`config.mk`:
```
export PLATFORM = sky130hd
export DESIGN_NAME = iter_shift_unit
export DESIGN_NICKNAME = d
export VERILOG_FILES = /design/src/rtl/shift_pkg.sv /design/src/rtl/shift_step.sv /design/src/rtl/iter_shift_unit.sv
export SDC_FILE = /design/constraint.sdc
export NUM_CORES = 1
export LEC_CHECK = 0
export ABC_CLOCK_PERIOD_IN_PS = 3100
export BUFFER_PORTS_ARGS = -buffer_cell sky130_fd_sc_hd__clkbuf_2
export CORE_MARGIN = 1
export CORE_UTILIZATION = 40
export CTS_CLUSTER_DIAMETER = 150
export DETAILED_ROUTE_END_ITERATION = 8
export SETUP_SLACK_MARGIN = 0.02
export SLEW_MARGIN = 20
export SYNTH_ARGS = -nofsm -noshare
export SYNTH_HDL_FRONTEND = slang
export SYNTH_SLANG_ARGS = --single-unit
```
`constraint.sdc`:
```
create_clock -name clk -period 3.1 [get_ports clk]
set_input_delay 0.465 -clock clk [delete_from_list [all_inputs] [get_ports clk]]
set_output_delay 0.465 -clock clk [all_outputs]
set_load 0.01 [all_outputs]
```
`src/rtl/shift_pkg.sv`:
```
// ==== shift_pkg : shared types for the iterative shift unit -- rev 1.0 ====
`default_nettype none

package shift_pkg;

  typedef enum logic [1:0] {
    SH_SLL = 2'b00,
    SH_SRL = 2'b01,
    SH_SRA = 2'b10,
    SH_ILL = 2'b11
  } shift_op_t;

  typedef enum logic [1:0] {
    S_IDLE  = 2'd0,
    S_SHIFT = 2'd1,
    S_DONE  = 2'd2
  } state_t;

  localparam logic [1:0] OP_SLL = 2'b00;
  localparam logic [1:0] OP_SRL = 2'b01;
  localparam logic [1:0] OP_SRA = 2'b10;
  localparam logic [1:0] OP_ILL = 2'b11;

endpackage

`default_nettype wire

```
`src/rtl/shift_step.sv`:
```
// ==== shift_step : one bounded shift step (0..STEP bits) with fill -- rev 1.0 ====
`default_nettype none

module shift_step
  import shift_pkg::*;
#(
  parameter int DATA_WIDTH = 32,
  parameter int K_W        = 3
) (
  input  logic [DATA_WIDTH-1:0] data,
  input  logic [K_W-1:0]        k,
  input  shift_op_t             mode,
  input  logic                  fill,
  output logic [DATA_WIDTH-1:0] data_out
);

  logic [DATA_WIDTH-1:0] fill_mask;

  // Right shifts place 'fill' in the k vacated MSBs; SLL always fills with zeros.
  always_comb begin
    fill_mask = ~({DATA_WIDTH{1'b1}} >> k) & {DATA_WIDTH{fill}};
    if (mode == SH_SLL) begin
      data_out = data << k;
    end else begin
      data_out = (data >> k) | fill_mask;
    end
  end

endmodule

`default_nettype wire

```
`src/rtl/iter_shift_unit.sv`:
```
// ==== iter_shift_unit : multi-cycle SLL/SRL/SRA unit, STEP bits per cycle -- rev 1.0 ====
`default_nettype none

module iter_shift_unit
  import shift_pkg::*;
#(
  parameter int  DATA_WIDTH = 32,
  parameter int  STEP       = 4,
  localparam int SHAMT_W    = $clog2(DATA_WIDTH)
) (
  input  logic                  clk,
  input  logic                  rst_n,
  input  logic                  in_valid,
  output logic                  in_ready,
  input  logic [1:0]            op,
  input  logic [DATA_WIDTH-1:0] src_a,
  input  logic [DATA_WIDTH-1:0] src_b,
  output logic                  out_valid,
  input  logic                  out_ready,
  output logic [DATA_WIDTH-1:0] result,
  output logic                  op_err,
  output logic                  busy
);

  localparam int K_W = $clog2(STEP + 1);
  localparam int R_W = (K_W > SHAMT_W) ? K_W : SHAMT_W;

  state_t                state;
  logic [DATA_WIDTH-1:0] work;
  shift_op_t             op_r;
  logic [SHAMT_W-1:0]    remaining;
  logic                  sign_r;

  logic                  idle;
  logic [SHAMT_W-1:0]    rem_cur;
  shift_op_t             mode_cur;
  logic [DATA_WIDTH-1:0] data_cur;
  logic                  fill_cur;
  logic [R_W-1:0]        rem_ext;
  logic [K_W-1:0]        k;
  logic [SHAMT_W-1:0]    rem_next;
  logic [DATA_WIDTH-1:0] step_out;
  logic                  unused_src_b;

  assign idle         = (state == S_IDLE);
  assign unused_src_b = ^src_b[DATA_WIDTH-1:SHAMT_W];
  assign result       = work;

  // The first step runs in the accept cycle straight off the inputs, so a shift
  // of up to STEP bits is done in one cycle, the same as a zero shift.
  always_comb begin
    rem_cur  = idle ? src_b[SHAMT_W-1:0] : remaining;
    mode_cur = idle ? shift_op_t'(op) : op_r;
    data_cur = idle ? src_a : work;
    fill_cur = (mode_cur == SH_SRA) && (idle ? src_a[DATA_WIDTH-1] : sign_r);
    rem_ext  = R_W'(rem_cur);
    k        = (rem_ext >= R_W'(STEP)) ? K_W'(STEP) : K_W'(rem_ext);
    rem_next = SHAMT_W'(rem_ext - R_W'(k));
  end

  shift_step #(
    .DATA_WIDTH (DATA_WIDTH),
    .K_W        (K_W)
  ) u_step (
    .data     (data_cur),
    .k        (k),
    .mode     (mode_cur),
    .fill     (fill_cur),
    .data_out (step_out)
  );

  always_ff @(posedge clk or negedge rst_n) begin
    if (!rst_n) begin
      state     <= S_IDLE;
      work      <= '0;
      op_r      <= SH_SLL;
      remaining <= '0;
      sign_r    <= 1'b0;
      op_err    <= 1'b0;
      out_valid <= 1'b0;
      in_ready  <= 1'b1;
      busy      <= 1'b0;
    end else begin
      case (state)
        S_IDLE: begin
          if (in_valid) begin
            op_r      <= mode_cur;
            sign_r    <= src_a[DATA_WIDTH-1];
            remaining <= rem_next;
            in_ready  <= 1'b0;
            busy      <= 1'b1;
            if (mode_cur == SH_ILL) begin
              work      <= src_a;
              op_err    <= 1'b1;
              out_valid <= 1'b1;
              state     <= S_DONE;
            end else begin
              work   <= step_out;
              op_err <= 1'b0;
              if (rem_next == '0) begin
                out_valid <= 1'b1;
                state     <= S_DONE;
              end else begin
                state <= S_SHIFT;
              end
            end
          end
        end
        S_SHIFT: begin
          work      <= step_out;
          remaining <= rem_next;
          if (rem_next == '0) begin
            out_valid <= 1'b1;
            state     <= S_DONE;
          end
        end
        S_DONE: begin
          if (out_ready) begin
            out_valid <= 1'b0;
            in_ready  <= 1'b1;
            busy      <= 1'b0;
            state     <= S_IDLE;
          end
        end
        default: begin
          out_valid <= 1'b0;
          in_ready  <= 1'b1;
          busy      <= 1'b0;
          state     <= S_IDLE;
        end
      endcase
    end
  end

endmodule

`default_nettype wire
```
== Yosys cells after proc, flatten, opt, wreduce, memory -nomap -nowiden ==
Index checks and enable logic that the tools add are counted.
Cells by class
  add/subtract/negate cells: 1
  magnitude comparators: 1
  equality and inequality tests: 7
  shift-type cells: 3
  mux-type cells: 28
  bitwise logic cells: 4
  reduce and logical (&&, ||, !) cells: 10
Operators with widths (number)
  $mux 32: 4
  $pmux 32 s2: 1
  $and 32x32->32: 1
  $not 32->32: 1
  $or 32x32->32: 1
  $shl 32x3->32: 1
  $shr 32x3->32: 1
  $shr 32x3->32 const A: 1
  $mux 2: 6
  $mux 5: 2
  $pmux 5 s2: 1
  $mux 1: 9
  $pmux 1 s3: 3
  $eq 2x2->1 const B: 3
  $ne 2x2->1 const B: 3
  $pmux 2 s3: 1
  $reduce_and 2->1: 3
  $reduce_and 3->1: 2
  $ge 5x3->1 const B: 1
  $logic_not 5->1: 1
  $sub 5x3->5: 1
  $logic_not 2->1: 2
  $mux 3: 1
  $eq 2x1->1 const B: 1
  3 further kinds: 3
Word-level totals
  bits in registers: 46
  bits of input ports: 70
  output and inout port bits: 36

== Longest topological paths before layout ==
Gate-level depths: netlist (run 1).
  depth in word-level cells: 12
  depth in mapped cells: 13
  gate-level depth less buffers: 9

== Modules after synthesis ==
From an unflattened synthesis (run 1), not the netlist that was laid out.
Second synthesis, totals
  cells, all modules: 561
  area total of the unflattened synthesis: 5068.6 µm²
By module, submodules not included
  iter_shift_unit: times used 1, cells an instance 277, area an instance 2837.7 µm², sequential area each 1152.4 µm²
  shift_step: times used 1, cells an instance 284, area an instance 2230.9 µm², sequential area each 0.0 µm²

== Worst setup path after synthesis (run 1) ==
No wires, ideal clock.
  kind: reg2reg
  from: register state[1]
  to: register state[0]
  library setup time: 0.119 ns
  data arrival time: 2.775 ns
  data required time: 2.981 ns
  slack: 0.206 ns
  stages on the path, launching flop included: 14
  buffers on the path: 4
  period minus slack after synthesis: 2.894 ns
  cells stage by stage: dfrtp_1 > buf_6 > or2_4 > buf_6 > mux2i_1 > buf_4 > nand2_4 > clkbuf_1 > nand2_1 > ha_1 > or4_1 > o211ai_1 > nand4b_1 > and2_1
Between the ends
  word-level cells in the longest chain between the ends: 10
  elaborated cells on any way between the ends: 18
  those cells by class: 1 x add/sub; 1 x order compare; 6 x eq/ne; 7 x mux; 3 x reduce/logical
Ends and longest elaborated chain
  start: declaration: line iter_shift_unit.sv:28  | state_t state;
  start signal: assignment: line iter_shift_unit.sv:74  | state <= S_IDLE;
  start signal: assignment: line iter_shift_unit.sv:96  | state <= S_DONE;
  start signal: assignment: line iter_shift_unit.sv:102  | state <= S_DONE;
  $logic_not 2->1: line iter_shift_unit.sv:45, iter_shift_unit.sv:84
  $mux 5: line iter_shift_unit.sv:52  | rem_cur = idle ? src_b[SHAMT_W-1:0] : remaining;
  $ge 5x3->1: line iter_shift_unit.sv:57  | k = (rem_ext >= R_W'(STEP)) ? K_W'(STEP) : K_W'(rem_ext);
  $mux 3: line iter_shift_unit.sv:57
  $sub 5x3->5: line iter_shift_unit.sv:58  | rem_next = SHAMT_W'(rem_ext - R_W'(k));
  $logic_not 5->1: line iter_shift_unit.sv:100, iter_shift_unit.sv:112
  $mux 2: line iter_shift_unit.sv:100  | if (rem_next == '0) begin
  $mux 2: line iter_shift_unit.sv:92  | if (mode_cur == SH_ILL) begin
  $mux 2: line iter_shift_unit.sv:86  | if (in_valid) begin
  $pmux 2 s3: line iter_shift_unit.sv:84  | case (state)
Several ways; a longest one is shown, not always the timed one. The select of a mux whose other input is x is not followed.
A chain may end at the register's enable or synchronous reset.

== Worst setup path after layout (run 1) ==
  from: register state[1]
  to: register work[13], in the netlist result[13]
Between the ends
  word-level cells in the longest chain between the ends: 12
  elaborated cells on any way between the ends: 25
  those cells by class: 1 x order compare; 4 x eq/ne; 3 x shift; 9 x mux; 3 x bitwise; 5 x reduce/logical
Ends and longest elaborated chain
  $logic_not 2->1: line iter_shift_unit.sv:45, iter_shift_unit.sv:84
  $mux 5: line iter_shift_unit.sv:52
  $ge 5x3->1: line iter_shift_unit.sv:57
  $mux 3: line iter_shift_unit.sv:57
  $shr 32x3->32: line shift_step.sv:21  | fill_mask = ~({DATA_WIDTH{1'b1}} >> k) & {DATA_WIDTH{fill}};
  $not 32->32: line shift_step.sv:21
  $and 32x32->32: line shift_step.sv:21
  $or 32x32->32: line shift_step.sv:25  | data_out = (data >> k) | fill_mask;
  $mux 32: line shift_step.sv:22  | if (mode == SH_SLL) begin
  $mux 32: line iter_shift_unit.sv:92
  $mux 32: line iter_shift_unit.sv:86
  $pmux 32 s2: line iter_shift_unit.sv:84
  end signal: assignment: line iter_shift_unit.sv:93  | work <= src_a;
  end signal: assignment: line iter_shift_unit.sv:98  | work <= step_out;
  end signal: assignment: line iter_shift_unit.sv:110  | work <= step_out;
  end: declaration: line iter_shift_unit.sv:29  | logic [DATA_WIDTH-1:0] work;
Several ways; a longest one is shown, not always the timed one. The select of a mux whose other input is x is not followed.

==> run metrics, run 1 <==
Logic pwr share=80.3%; DP Area=6610 sq um; Root Buffer=clkbuf_16; Placer Congestion=0.954; vias per inst=6.81; Hold-fix buffers, CTS=0; First-pass DRT Iterations=5; Max Cap Viol=0; Final Max Tran Viols=0; Yosys warning total=0; Crit Path Category=reg -> reg; FF/Latch Area=1150 sq um; number of H-tree levels=2; Slew @ Worst Pin=1.01 ns; CTS resizes=0; Crit path required time=3.33 ns; DRT antenna net count=0; routed length per instance=26.5 um; Starting Density=41.1%; post-synthesis cell type count=80; Critical Path, Cell by Cell=buf_4 -> or2_4 -> mux2i_1 -> buf_4 -> nand3_2 -> nor2_1 -> buf_4 -> a221oi_1 -> a31oi_1; # rows=43; die height=121 um; CP endpoint kind=register; Clock Power Share=6.2%; multi-input logic area=4180 sq um; Worst Hold Class=in -> async; post-synthesis cell count=748; die area=14700 sq um; Mapped Nets=819; Post-synth ARST share=100%; Seq/Total Area, Yosys=20.2%; hold slack=0.308 ns; core box area=13900 sq um; #FFs+latches synth=46; Mapped Area=5710 sq um; initial antenna violation count=0; Seq pwr share=13.6%; EDFF count, synth=0; outcome=completed; syn avg cell area=7.63 sq um; vias in the first global route=6626; Fillers=1423; starting DRC count in detailed routing=827; Static Leak=2.64 nW; Power Density=1380 nW/um^2; CP peak stage delay=0.47 ns; Worst Slack Setup Final=0.180 ns; Pint=4.06 mW; CTS tree=done; VDD IR-drop max=467 uV; final worst path period share=94.2%; Clock Skews=0.00672 ns; CP dominant cell by count=buf_4; Startpoint Class=register; GRT Util Overall=37.6%; Remaining DRCs=0; Post-Route WL=27.3 mm; nets@finish=919; diode count=0; vias post-DR=7008; Switching Share=56.6%; global-route wire length before repair=41.2 mm; GRT overflow=0; worst-skew pair later-pin latency=0.31 ns; Finished Cell Area=6800 sq um; Psw=5.30 mW; largest net degree at the start of global routing=62; Layout area overhead=19.1%; IO Count=106; IO buf count=78; FF-to-FF setup slack=0.18 ns; FMAX=342 MHz; CTS sink cnt=46; Worst-path clk slew=0.07 ns; pre-CTS WS=0.195 ns; Post-synth top flop=dfrtp_1; Sum Neg Setup Slack=0 ns; RSZ-0062 raised after global routing=no; Slew headroom=32.7%; crit-path max FO=14; number of buffers created by CTS=5; slowest cell on the critical path=nor2_1; Max clock buf depth=2; Die W=121 um; Arr. time, crit path=3.15 ns; setup violators final=0; Final Hold Vio Count=0; share of cells above drive strength 1=28.0%; post-detail-place hpwl=19.2 mm; Period minus WS final=2.92 ns
synth_stat cells (4+ instances only):
library cell,n,share of area [%]
nor2_1,69,4.5
o221ai_1,5,0.77
a221oi_1,13,2.0
nor3_1,33,2.9
buf_2,22,1.9
a211o_1,4,0.61
and3_1,5,0.55
o31ai_1,8,1.1
nand2_1,51,3.4
o21ai_0,74,6.5
a31oi_1,24,2.6
nand4_1,4,0.44
buf_6,8,1.6
o211ai_1,15,2.0
and2_1,5,0.55
or3_1,17,1.9
clkbuf_1,27,1.8
buf_4,7,0.92
nor3b_1,5,0.66
o22ai_1,15,1.6
dfrtp_1,45,20
o32ai_1,10,1.5
a21oi_1,60,5.3
nand3_1,15,1.3
a211oi_1,37,4.9
nor4b_1,4,0.61
mux2_2,31,6.1
mux2i_1,37,6.5
a22oi_1,4,0.53
inv_1,6,0.39
a21o_1,6,0.79
final timing paths:
check                                     to      from  depth (start not counted)
worst min-delay path            remaining[4]     rst_n                          1
min in group clk                   result[3]  src_a[3]                          3
worst min register to register        op_err    op_err                          2
worst max-delay path              result[13]  state[1]                          9
max in group asynchronous         result[17]     rst_n                          2
worst max register to register    result[13]  state[1]                          9
cell type report:
class	instances	area share (%)
inverter	6	0.331
sequential	46	17.0
multi-input combinational	629	61.4
clock inverter	2	0.147
tap	180	3.31
clock buffer	6	1.90
timing repair buffer	160	15.9
cell usage in the layout, fill, tap and decap left out, types with 3 or more instances in the layout:
cell type | Yosys | final
mux2i_1 | 37 | 37
a211o_1 | 4 | 4
a221oi_1 | 13 | 13
or2_2 | 3 | 3
a31oi_1 | 24 | 24
or4_1 | 3 | 3
nand2_1 | 51 | 51
nor2b_1 | 3 | 3
mux2_2 | 31 | 31
and3_1 | 5 | 5
o211ai_1 | 15 | 15
clkbuf_16 | 0 | 5
nor4_1 | 3 | 3
nor4b_1 | 4 | 4
nor2_4 | 2 | 3
and2_1 | 5 | 5
a211oi_1 | 37 | 37
o31ai_1 | 8 | 8
or3_1 | 17 | 17
inv_1 | 6 | 6
nand3_1 | 15 | 15
o22ai_1 | 15 | 15
nor2_1 | 69 | 67
o21ai_0 | 74 | 74
o2111ai_1 | 3 | 3
clkbuf_2 | 0 | 78
buf_12 | 0 | 6
a21o_1 | 6 | 6
buf_4 | 7 | 76
a21oi_1 | 60 | 60
nor3_1 | 33 | 33
a2111oi_0 | 3 | 3
o32ai_1 | 10 | 10
nor2_2 | 3 | 4
a22oi_1 | 4 | 4
nand3b_1 | 3 | 3
o221ai_1 | 5 | 5
nor3b_1 | 5 | 5
nand4_1 | 4 | 4
dfrtp_1 | 45 | 45
per-stage QoR:
step                total power, mW  std cells  util, %
floorplan                      5.82        748        -
global placement               8.45       1017     47.6
detailed placement             8.46       1017     47.6
CTS                            9.07       1025     48.6
global route                   9.86       1029     49.0
finish                         9.36       1029     49.0
critical path: cells and delay by family (launching register included):
family / cells / cell delay, ns
buffers and inverters: 3 / 0.71
multiplexers: 1 / 0.32
AO/OA/AOI/OAI: 2 / 0.30
AND/OR/NAND/NOR: 3 / 1.06
flip-flops: 1 / 0.45
kinds of logic (layout without fill, tap and decap cells):
family	count (synthesis)	after routing	synth area share [%]
AOI/OAI and AO/OA	313	313	36.9
adders and majority gates	1	1	0.219
buffers and inverters	73	174	6.80
DFF	46	46	20.2
muxes	70	70	13.4
other	1	1	0.0657
and+or+nand+nor	244	244	22.4
routing by layer:
layer,vias up,GRT usage [%],share of wire (%)
met5,-,0,0
met3,71,6.34,9.2
li1,3116,-,-
met1,3378,52.2,43
met4,0,16.9,3.6
met2,443,56.4,44
state kept, by name, summed over array words and instances (netlist names):
register	flops
result	32
remaining	5
op_r	2
state	2
busy	1
in_ready	1
op_err	1
out_valid	1
sign_r	1
power groups by stage:
stage | logic [mW] | clock network (mW) | registers [mW]
4_1_cts | 7.23 | 0.591 | 1.25
2_1_floorplan | 4.53 | 0 | 1.30
5_1_grt | 7.95 | 0.606 | 1.31
3_3_place_gp | 7.21 | 0 | 1.24
6_report | 7.51 | 0.577 | 1.27
3_5_place_dp | 7.20 | 0 | 1.26
what timing repair did:
item / 4_1_cts / 5_1_grt
hold endpoints to repair: 0 / 0
endpoints found under the setup margin: 0 / 3
buffers inserted: 0 / 4
No activity file was read; power rests on OpenSTA's default activity.
==> run 2: changes to the inputs <==
Settings changed: CELL_PAD_IN_SITES_DETAIL_PLACEMENT from default to 1, CELL_PAD_IN_SITES_GLOBAL_PLACEMENT from default to 2, CORE_UTILIZATION 40 to 33, PLACE_DENSITY_LB_ADDON from default to 0.1.
==> run 2 against run 1 <==
Critical path depth shrank 3. Clock skew decreased by 0.00062 ns. Count of clock-buffer cells in the layout is the same. First-iteration DRC count shrank 30%. Total power grew 1.6%. Worst setup slack got worse by 0.073 ns. Combinational power up 1%. Final area up 0.33%. Cell count up 3.7%. Die area up 21%. Largest power group unchanged.
==> run metrics, run 2 (synthesized netlist as in run 1, its figures left out) <==
Worst Slack Setup Final=0.107 ns; vias post-DR=7043; Max Cap Viol=0; CP Capture Point=result[9]; Max clock buf depth=2; Final Max Tran Viols=0; Clock Skews=0.00611 ns; initial antenna violation count=0; DRT antenna net count=0; post-detail-place hpwl=21.7 mm; Slew @ Worst Pin=0.905 ns; CTS sink cnt=46; Crit path required time=3.29 ns; Core Util, Final=40.7%; Reg2Reg Depth=6; CP startpoint=state[0]; Static Leak=2.63 nW; routed length per instance=28.0 um; Startpoint Class=register; max FFs per register=32; VDD IR-drop max=627 uV; reg2reg start=state[0]; die area=17800 sq um; Die W=133 um; leading cell type in the layout, fill and taps excluded=clkbuf_2; number of H-tree levels=2; largest net degree at the start of global routing=46; diode count=0; WP depth=6; Power Density=1390 nW/um^2; Layout area overhead=19.5%; nets@finish=917; IO Count=106; worst-skew pair later-pin latency=0.31 ns; GRT Util Overall=34.0%; FF-to-FF setup slack=0.11 ns; CP endpoint kind=register; FMAX=334 MHz; Slew headroom=39.7%; number of buffers created by CTS=5; outcome=completed; commonest non-fill, non-tap cells in the layout=clkbuf_2 (78), buf_4 (76), o21ai_0 (74); Critical Path, Cell by Cell=or2_4 -> mux2_2 -> nor2_2 -> nor2_1 -> a221oi_2 -> a21oi_1; Final Hold Vio Count=0; pre-CTS WS=0.171 ns; Crit Path Category=reg -> reg; CP peak stage delay=0.53 ns; Post-Route WL=29.9 mm; starting DRC count in detailed routing=582; CTS resizes=0; global-route wire length before repair=45.5 mm; Root Buffer=clkbuf_16; Starting Density=34.0%; Remaining DRCs=0; vias in the first global route=7083; Worst Hold Class=in -> async; crit-path max FO=16; GRT overflow=0; core box area=16800 sq um; Placer Congestion=0.943; IO buf count=78; CP top delay family=simple AND/OR/NAND/NOR gates; RSZ-0062 raised after global routing=no; setup violators final=0; Worst-path clk slew=0.07 ns; Arr. time, crit path=3.18 ns; buffer and inverter count on the worst path=0; share of cells above drive strength 1=28.0%; slowest cell on the critical path=dfrtp_1; CTS tree=done; vias per inst=6.60; Fillers=2108; die height=133 um; R2R Path End=result[9]; final worst path period share=96.6%; First-pass DRT Iterations=5; Period minus WS final=2.99 ns; # rows=47; Sum Neg Setup Slack=0 ns
## run 2: cell count changes in the layout (fill, tap and decap cells not counted)
| cell | change |
|---|---|
| clkbuf_1 | -1 |
| clkinv_2 | -1 |
| buf_12 | -2 |
| clkinvlp_4 | +1 |
| clkbuf_8 | +1 |
## run 2: metal layers
metal | vias to the layer above | track usage [%] | wire length, um | part of all wire (%)
met4 | 0 | 10.5 | 708 | 2.4
met3 | 54 | 4.76 | 2140 | 7.2
met1 | 3519 | 48.2 | 13700 | 46
li1 | 3120 | - | - | -
met2 | 350 | 53.1 | 13300 | 45
met5 | - | 0 | 0 | 0
## run 2: final cells by class
cell class | instances | area (sq um) | area share [%]
Multi-Input combinational cell | 629 | 4180 | 61.2
Sequential cell | 46 | 1150 | 16.9
Timing Repair Buffer | 158 | 1040 | 15.3
Tap cell | 220 | 275 | 4.04
Clock buffer | 6 | 139 | 2.04
Inverter | 6 | 22.5 | 0.330
Clock inverter | 2 | 12.5 | 0.184
## run 2: report_power, final
group          internal (mW)  switching (mW)
combinational           2.77            4.82
clock                  0.321           0.286
sequential             0.930           0.379
## run 2: how the worst min path moves through the flow
stage            from  endpoint  slack, ns  cells past startpoint
6_report        rst_n      busy       0.24                      1
3_5_place_dp   op_err    op_err       0.49                      2
4_1_cts         rst_n      busy       0.25                      1
2_1_floorplan   rst_n      busy       0.17                      0
5_1_grt         rst_n      busy       0.28                      1
3_3_place_gp   op_err    op_err       0.46                      2
## run 2: repair_timing
item,in CTS,in global routing
hold buffers,0,0
endpoints found under the setup margin,0,2
setup buffers,0,5
## run 2: metrics by stage
stage | power [mW] | cell area (sq um) | std cells | hold slack [ns]
final | 9.51 | 6820 | 1067 | 0.240
after global routing | 10.0 | 6820 | 1067 | 0.282
after CTS | 9.28 | 6780 | 1062 | 0.254
after detailed placement | 8.62 | 6630 | 1054 | 0.490
after global placement | 8.52 | 6630 | 1054 | 0.464
after floorplan | 5.82 | 5710 | 748 | 0.169
## run 2: worst register-to-register path, delay by kind of cell, from the launching register on
| kind | cells | cell delay, ns |
|---|---|---|
| muxes | 1 | 0.52 |
| and+or+nand+nor | 3 | 1.23 |
| DFF | 1 | 0.53 |
| AOI/OAI and AO/OA | 2 | 0.60 |
